<file path="config.mk">
export PLATFORM = sky130hd
export DESIGN_NAME = lsb_mem_executor
export DESIGN_NICKNAME = d
export VERILOG_FILES = /design/src/rtl/lsb_mem_executor_pkg.sv /design/src/rtl/lsb_mem_executor_load_extender.sv /design/src/rtl/lsb_mem_executor.sv
export SDC_FILE = /design/constraint.sdc
export NUM_CORES = 1
export LEC_CHECK = 0
export BUFFER_PORTS_ARGS = -buffer_cell sky130_fd_sc_hd__buf_2
export CORE_UTILIZATION = 48
export CTS_CLUSTER_SIZE = 16
export DETAILED_ROUTE_END_ITERATION = 7
export PLACE_DENSITY = 0.77
export SLEW_MARGIN = 10
export SYNTH_ARGS = -nofsm -noshare
export SYNTH_HDL_FRONTEND = slang
export SYNTH_SLANG_ARGS = --single-unit
</file>
<file path="constraint.sdc">
create_clock -name clk -period 2.37 [get_ports clk]
set_clock_uncertainty 0.05 [all_clocks]
set_input_delay 0.1185 -clock clk [delete_from_list [all_inputs] [get_ports clk]]
set_output_delay 0.1185 -clock clk [all_outputs]
set_load 0.02 [all_outputs]
</file>
<file path="src/rtl/lsb_mem_executor_pkg.sv">
// Shared opcode encodings, address map and FSM state type for the commit-side
// memory executor and its helpers.
package lsb_mem_executor_pkg;

  localparam logic [31:0] IO_BASE_ADDR = 32'h0003_0000;

  // Loads are contiguous, then stores; the ROB relies on the same ranges.
  localparam logic [5:0] OP_LB  = 6'd1;
  localparam logic [5:0] OP_LH  = 6'd2;
  localparam logic [5:0] OP_LW  = 6'd3;
  localparam logic [5:0] OP_LBU = 6'd4;
  localparam logic [5:0] OP_LHU = 6'd5;
  localparam logic [5:0] OP_SB  = 6'd6;
  localparam logic [5:0] OP_SH  = 6'd7;
  localparam logic [5:0] OP_SW  = 6'd8;

  typedef enum logic [1:0] {
    ST_IDLE,
    ST_WAIT_GNT,
    ST_ACCESS,
    ST_DONE
  } state_t;

  function automatic logic is_mem_op(input logic [5:0] op);
    return (op >= OP_LB) && (op <= OP_SW);
  endfunction

  function automatic logic is_store(input logic [5:0] op);
    return (op >= OP_SB) && (op <= OP_SW);
  endfunction

  function automatic logic [2:0] byte_count(input logic [5:0] op);
    case (op)
      OP_LB, OP_LBU, OP_SB: return 3'd1;
      OP_LH, OP_LHU, OP_SH: return 3'd2;
      default:              return 3'd4;
    endcase
  endfunction

endpackage

</file>
<file path="src/rtl/lsb_mem_executor_load_extender.sv">
// Turns the little-endian bytes gathered by a load into the register value:
// sign- or zero-extended for sub-word loads, zero for stores.
module lsb_mem_executor_load_extender
  import lsb_mem_executor_pkg::*;
(
  input  logic [5:0]  opcode,
  input  logic [31:0] raw,
  output logic [31:0] result
);

  always_comb begin
    result = '0;
    case (opcode)
      OP_LB:   result = {{24{raw[7]}}, raw[7:0]};
      OP_LH:   result = {{16{raw[15]}}, raw[15:0]};
      OP_LW:   result = raw;
      OP_LBU:  result = {24'd0, raw[7:0]};
      OP_LHU:  result = {16'd0, raw[15:0]};
      default: result = '0;
    endcase
  end

endmodule

</file>
<file path="src/rtl/lsb_mem_executor.sv">
// Commit-side load/store executor: runs one ROB-head memory op bytewise over
// the arbitrated RAM/IO port and returns a one-cycle completion.
module lsb_mem_executor
  import lsb_mem_executor_pkg::*;
#(
  parameter logic [31:0] IO_BASE = IO_BASE_ADDR
) (
  input  logic        clk,
  input  logic        rst,
  input  logic        rdy,
  input  logic        req_valid,
  input  logic [5:0]  req_rob_index,
  input  logic [5:0]  req_opcode,
  input  logic [31:0] req_addr,
  input  logic [31:0] req_s_val,
  output logic        busy,
  output logic        done_valid,
  output logic [5:0]  done_rob_index,
  output logic [31:0] done_l_data,
  output logic        mem_req,
  input  logic        mem_gnt,
  output logic [31:0] mem_a,
  output logic        mem_wr,
  output logic [7:0]  mem_dout,
  input  logic [7:0]  mem_din,
  input  logic        io_buffer_full
);

  state_t      state;
  state_t      next_state;
  logic [5:0]  rob_index;
  logic [5:0]  opcode;
  logic [31:0] addr;
  logic [31:0] s_val;
  logic [2:0]  n_bytes;
  logic [2:0]  k;
  logic [31:0] data;
  logic [31:0] ext_data;
  logic        store_op;
  logic        io_target;
  logic        write_cycle;
  logic        accept;
  logic [1:0]  cap_slot;
  logic [31:0] byte_addr;

  assign store_op    = is_store(opcode);
  assign io_target   = (addr >= IO_BASE);
  assign byte_addr   = addr + {29'd0, k};
  assign write_cycle = (state == ST_ACCESS) && store_op && !(io_target && io_buffer_full);
  assign accept      = (state == ST_IDLE) && req_valid && is_mem_op(req_opcode);
  // Read data lags its address by one cycle, so cycle k captures byte k-1.
  assign cap_slot    = k[1:0] - 2'd1;

  lsb_mem_executor_load_extender load_extender (
    .opcode (opcode),
    .raw    (data),
    .result (ext_data)
  );

  always_ff @(posedge clk) begin
    if (rst) begin
      state     <= ST_IDLE;
      rob_index <= '0;
      opcode    <= '0;
      addr      <= '0;
      s_val     <= '0;
      n_bytes   <= '0;
      k         <= '0;
      data      <= '0;
    end else if (rdy) begin
      state <= next_state;
      case (state)
        ST_IDLE: begin
          if (accept) begin
            rob_index <= req_rob_index;
            opcode    <= req_opcode;
            addr      <= req_addr;
            s_val     <= req_s_val;
            n_bytes   <= byte_count(req_opcode);
            k         <= '0;
            data      <= '0;
          end
        end
        ST_ACCESS: begin
          if (store_op) begin
            if (write_cycle) k <= k + 3'd1;
          end else begin
            if (k != 3'd0) data[{cap_slot, 3'b000} +: 8] <= mem_din;
            k <= k + 3'd1;
          end
        end
        default: ;
      endcase
    end
  end

  always_comb begin
    next_state  = state;
    busy        = (state != ST_IDLE);
    mem_req     = 1'b0;
    mem_a       = '0;
    mem_wr      = 1'b0;
    mem_dout    = '0;
    done_valid  = 1'b0;
    done_l_data = '0;
    case (state)
      ST_IDLE: begin
        if (accept) next_state = ST_WAIT_GNT;
      end
      ST_WAIT_GNT: begin
        mem_req = 1'b1;
        mem_a   = addr;
        if (mem_gnt) next_state = ST_ACCESS;
      end
      ST_ACCESS: begin
        mem_req = 1'b1;
        mem_a   = byte_addr;
        if (store_op) begin
          mem_wr   = write_cycle;
          mem_dout = s_val[{k[1:0], 3'b000} +: 8];
          if (write_cycle && (k == n_bytes - 3'd1)) next_state = ST_DONE;
        end else if (k == n_bytes) begin
          next_state = ST_DONE;
        end
      end
      ST_DONE: begin
        done_valid  = 1'b1;
        done_l_data = ext_data;
        next_state  = ST_IDLE;
      end
      default: next_state = ST_IDLE;
    endcase
  end

  assign done_rob_index = rob_index;

endmodule

</file>
==> flow_summary.ini, run 1 <==
[status]
outcome = finished, violations left
violations = setup timing

[yosys]
synth.top_cell.area_share_pct = 36.23
synth-edff-count = 0
synthesis.area_mm2 = 0.006410
yosysTopAreaCell = dfxtp_1
synth.distinct_cells = 69
avgSynthCellArea_um2 = 8.757
postSynthCellCount = 732
synth_ff_type = dfxtp_1
ys_seq_elements = 116
async_flop_share_pct = 0
yosys_warnings = 0
synth.net_count = 836
yosys-top-cells-area = dfxtp_1, mux2i_1, nor2_1, nand2_1, a21oi_1
yosysSeqAreaShare_pct = 36.23

[run]
max-cap-violations = 0

[final_layout]
syn_to_final_growth_pct = 51.57
nNetsFinal = 1118
final_cell_area_mm2 = 0.009716
final_cell_mix = buf_2, dfxtp_1, nor2_1
utilization_pct = 75.76
layout.cells.most_common = buf_2
layout-drive-gt1-share_pct = 35.25

[placed_design]
place_congestion = 0.9794
hpwl_mm = 12.54
io_buffers = 171
placed_area_mm2 = 0.007717

[global_route]
grt_max_degree = 49
met1_usage_pct = 36.42
grt-ovfl-total = 0
grtUsageMet2_pct = 50.55
track_usage_pct = 30.11
grt_pass1_vias = 6843
grt_antenna_before_repair = 1
grt_use_met3_pct = 6.250
grt_pass1_wl_mm = 33.53
grt-busiest-layer = met2

[sta]
min_period_ps = 2776
worst_pin_slew_ps = 573.4
max_freq_mhz = 360.2
hold_violations = 0
setup_viol = 28
final.setup.worst_slack_ps = -406.1
rsz0062_at_grt = yes
drv_slew = 0
relSlewSlack_pct = 61.27
fin_crit_sh_pct = 117.1

[clocking]
numCtsBuffers = 17
worstSkewPairLatency_ps = 430
tritoncts = yes
clock-sinks = 116
clkTransAtPathRegs_ps = 50
clockBufferDepth = 2
cts_max_level = 4
cts_root_buf = clkbuf_16

[die]
boundaryPins = 172
coreArea_mm2 = 0.01282
die_y_um = 117.6
start_util_pct = 49.98
die_w_um = 117.6
die_area_mm2 = 0.01382
rows = 41

[critical_path]
rrSetupSlack_ps = 190
critical_path_arrival_ps = 2610
r2r-end = k[0]
crit_required_ps = 2200
r2r-start = addr[26]
crit_end = mem_a[24]
crit_path_end_kind = primary output
path_max_fanout = 4
path_class = flop to primary output
cp-start-kind = flop
rr_worst_depth = 5
startpoint = k[0]

[detailed_routing]
drt-total-wl_mm = 20.90
wire_per_inst_um = 17.42
via_count = 6913
drtAntennaViolNets = 0
remaining_drc_errors = 0
firstDrtPassIters = 5
drtIter0Drc = 570
routed_via_density = 5.761

[min_path]
min_path_type = primary input to flop

[pwr]
swShare_pct = 23.86
power_leakage_nw = 4.501
power_frac_clock_pct = 51.7
vdd_drop_max_v = 0.0005335
p_comb_share_pct = 8.4
cellPowerDensity_mw_per_mm2 = 514.0
seq_power_share_pct = 39.8
p_int_w = 0.003802
switchingPower_w = 0.001191
worst min path at each step:
stage	from	slack, ps	end	depth (start not counted)
2_1_floorplan	mem_din[2]	190	data[10]	1
3_3_place_gp	req_s_val[20]	300	s_val[20]	3
3_5_place_dp	req_s_val[1]	300	s_val[1]	3
4_1_cts	req_opcode[0]	2	opcode[0]	3
5_1_grt	req_opcode[0]	40	opcode[0]	3
6_report	req_opcode[0]	7	opcode[0]	3
cell families after synthesis:
kind of cell               after synthesis  synth area share [%]
buffers and inverters                   73                 4.977
AOI/OAI and AO/OA                      149                 16.85
muxes                                   91                 15.77
xor gates and xnor gates                 7                0.9565
DFF                                    116                 36.23
and+or+nand+nor                        282                 22.37
adders and majority gates               14                 2.850
through the flow:
stage / setup TNS [ps] / instances / total power (W) / setup WS [ps] / hold slack, ps
3_5_place_dp: -62.78 / 1074 / 0.002323 / -62.78 / 304.7
3_3_place_gp: -43.46 / 1074 / 0.002320 / -43.46 / 296.7
4_1_cts: -3631 / 1193 / 0.004994 / -307.5 / 1.741
6_report: -5345 / 1200 / 0.004994 / -406.1 / 7.309
5_1_grt: -7886 / 1200 / 0.005134 / -447.0 / 35.80
2_1_floorplan: -45.43 / 732 / 0.002178 / -19.30 / 194.1
flip-flops by register name, summed over array words and instances (netlist names):
signal          count
data               32
k                   3
n_bytes             3
done_rob_index      6
addr               32
opcode              6
s_val              32
state               2
per-layer routing:
metal	up-vias	routed length (µm)
met1	3240	8531
met4	0	864
met2	358	10090
li1	3232	-
met5	-	0
met3	83	1410
power by group through the flow:
stage	logic, W	registers, W	clock network, W
after floorplan	0.000155	0.00202	0
after global placement	0.000294	0.00203	0
after detailed placement	0.000296	0.00203	0
after CTS	0.000403	0.00199	0.00261
after global routing	0.000447	0.00199	0.00270
final	0.000421	0.00199	0.00258
cells in the mapped netlist (8+ instances only):
master      n
clkbuf_1   30
and3_1     11
and2_1     10
ha_1       13
a21oi_1    44
nand4_1    17
a22o_1     24
nor2_1     90
nor2b_1    12
inv_1      22
dfxtp_1   116
nand2_1    69
buf_2       8
o21ai_0    18
mux4_2      8
nand3_1    19
nand2b_1    8
mux2i_1    83
area by class of cell:
class | instances | area, µm²
multi-input cells | 543 | 4159
fillers | 811 | 3109
flip-flops and latches | 116 | 2340
repair buffers | 314 | 2316
clock buffers | 19 | 452.9
well taps | 172 | 215.2
clock inverters | 13 | 147.6
inverters | 22 | 82.58
diodes | 1 | 2.502
what timing repair did:
| action | 4_1_cts | 5_1_grt |
|---|---|---|
| endpoints found under the hold margin | 103 | 0 |
| endpoints found under the setup margin | 39 | 49 |
| pin swaps | 26 | 12 |
| gates resized for setup | 94 | 42 |
| hold buffers | 79 | 0 |
| setup buffers | 9 | 7 |
critical path, stage by stage (launching register included):
cell and delay [ps]:
dfxtp_4 350, ha_4 130, inv_2 30, fa_2 360
nor2b_4 130, o21a_1 130, nand4_1 180, buf_6 200
buf_6 120, o211ai_1 260, nand3_2 130, buf_6 150
(Power assumes the default switching activity.)
==> run 2: changes to the inputs <==
Settings changed: HOLD_SLACK_MARGIN set to 0.06, SLEW_MARGIN 10 to 20.
==> run 2 against run 1 <==
  * The flow still finishes with violations (setup timing)
  * Register-to-register slack barely moved
  * Sequential share of layout area fell by 0.062 points
  * Core utilization rose by 0.20 points
  * Clock power barely moved
  * Final cell count rose by 0.25%
  * Non-clock buffer count rose by 3
  * Clock-buffer cell count did not move
  * Combinational power rose by 1%
  * Critical path depth did not move
  * Largest cell class unchanged
  * Largest power group unchanged
  * Highest routed layer unchanged
==> flow_summary.ini, run 2 (synthesis gave the netlist of run 1 again) <==
[critical_path]
r2r-end = data[31]
rrSetupSlack_ps = 200
path_class = flop to primary output
cp-start-kind = flop
rr_worst_depth = 8
r2r-start = k[0]
cp_cell_sequence = ha_4, inv_2, fa_2, nor2b_4, o21a_1, nand4_1, buf_6, buf_6, o211ai_1, nand3_2, buf_6
critical_path_arrival_ps = 2610
max_stage_delay_ps = 360
crit_required_ps = 2200
crit_slowest_cell = fa_2
crit_path_end_kind = primary output
crit_path_frequent_cell = buf_6
critPathTopFamily = buffers and inverters
crit_buf_inv = 4
path_max_fanout = 4

[run]
max-cap-violations = 0

[die]
boundaryPins = 172
die_y_um = 117.6
rows = 41
die_w_um = 117.6
die_area_mm2 = 0.01382
coreArea_mm2 = 0.01282
start_util_pct = 49.98

[final_layout]
layout-drive-gt1-share_pct = 35.05
syn_to_final_growth_pct = 51.96
final_cell_mix = buf_2, dfxtp_1, nor2_1
largestRegisters = addr (32), data (32), s_val (32)
nNetsFinal = 1121
final_cell_area_mm2 = 0.009741
fin_cells = 1203
layout.cells.most_common = buf_2

[global_route]
track_usage_pct = 30.36
grt_pass1_vias = 6888
grt-ovfl-total = 0
grt_antenna_before_repair = 1
grt_max_degree = 49
grt_pass1_wl_mm = 33.79

[placed_design]
hpwl_mm = 12.54
placed_area_mm2 = 0.007717
post-place-ws_ps = -62.78
place_congestion = 0.9794
io_buffers = 171
placed_cells = 1074

[clocking]
clockBufferDepth = 2
worstSkewPairLatency_ps = 430
cts_max_level = 4
tritoncts = yes
clock-sinks = 116
cts_root_buf = clkbuf_16
clkTransAtPathRegs_ps = 50
numCtsBuffers = 17

[min_path]
hold_end = n_bytes[2]
min_from = req_opcode[2]
holdPathStages = 4
min_path_type = primary input to flop

[sta]
min_period_ps = 2777
worst_pin_slew_ps = 584.4
hold_slack_ps = 135.8
rsz0062_at_grt = yes
final.setup.worst_slack_ps = -407.3
setup_viol = 28
drv_slew = 0
hold_violations = 0
max_freq_mhz = 360.1
relSlewSlack_pct = 60.53
fin_crit_sh_pct = 117.2

[detailed_routing]
via_count = 6942
firstDrtPassIters = 5
routed_via_density = 5.771
drtAntennaViolNets = 0
drtIter0Drc = 590
drt-total-wl_mm = 20.97
remaining_drc_errors = 0
wire_per_inst_um = 17.43

[pwr]
power_w = 0.005003
cellPowerDensity_mw_per_mm2 = 513.6
vdd_drop_max_v = 0.0005331
power_leakage_nw = 4.515

[status]
violations = setup timing
outcome = finished, violations left
run 2: cell types whose count changed in the layout (fill, tap and decap cells not counted):
cell	previous run	this run
dlygate4sd3_1	79	83
buf_4	69	65
buf_2	142	145
run 2: metrics by stage:
stage,utilization [%],setup TNS [ps]
CTS,74.33,-3631
global route,75.95,-7800
detailed placement,60.18,-62.78
global placement,60.18,-43.46
floorplan,-,-45.43
finish,75.95,-5344
run 2: layer usage:
metal	GRT usage (%)	up-vias	routed length [µm]
met3	7.316	84	1532
met5	0	-	0
met1	36.53	3246	8367
met4	14.42	0	898
met2	50.85	381	10170
li1	-	3231	-
run 2: layout make-up:
class	instances	area, µm²
antenna	1	2.502
clock buffer	19	452.9
clock inverter	13	147.6
fill	812	3084
inverter	22	82.58
multi-input combinational	543	4159
sequential	116	2340
tap	172	215.2
timing repair buffer	317	2341
run 2: worst max path at each step:
stage / startpoint / endpoint / slack [ps] / cells after the start
6_report: k[0] / mem_a[24] / -410 / 11
5_1_grt: k[0] / mem_a[24] / -520 / 11
4_1_cts: k[0] / mem_a[30] / -310 / 10
3_5_place_dp: k[0] / mem_a[22] / -60 / 9
3_3_place_gp: k[0] / mem_a[22] / -40 / 9
2_1_floorplan: k[0] / mem_a[22] / -20 / 8
run 2: worst reg2reg max path, cell delays in order, from the launching register on:
cell and delay [ps]:
dfxtp_4 350, buf_4 270, inv_1 100, ha_1 210, a21o_1 210, o22ai_2 280, o211a_1 220, buf_4 190
mux2i_1 210
run 2: where the power goes:
part / switching, W / leakage, nW / internal (W)
combinational: 0.000200 / 3.29 / 0.000226
sequential: 0.0000204 / 0.941 / 0.00197
clock: 0.000976 / 0.279 / 0.00161
total: 0.00120 / 4.51 / 0.00381
run 2: repair_timing:
| item | CTS | global route |
|---|---|---|
| setup buffers | 9 | 7 |
| gates cloned | 0 | 0 |
| pin swaps | 26 | 12 |
| hold buffers | 83 | 0 |
| hold endpoints to repair | 106 | 0 |
| setup endpoints to repair | 39 | 49 |
| gates resized for setup | 94 | 39 |
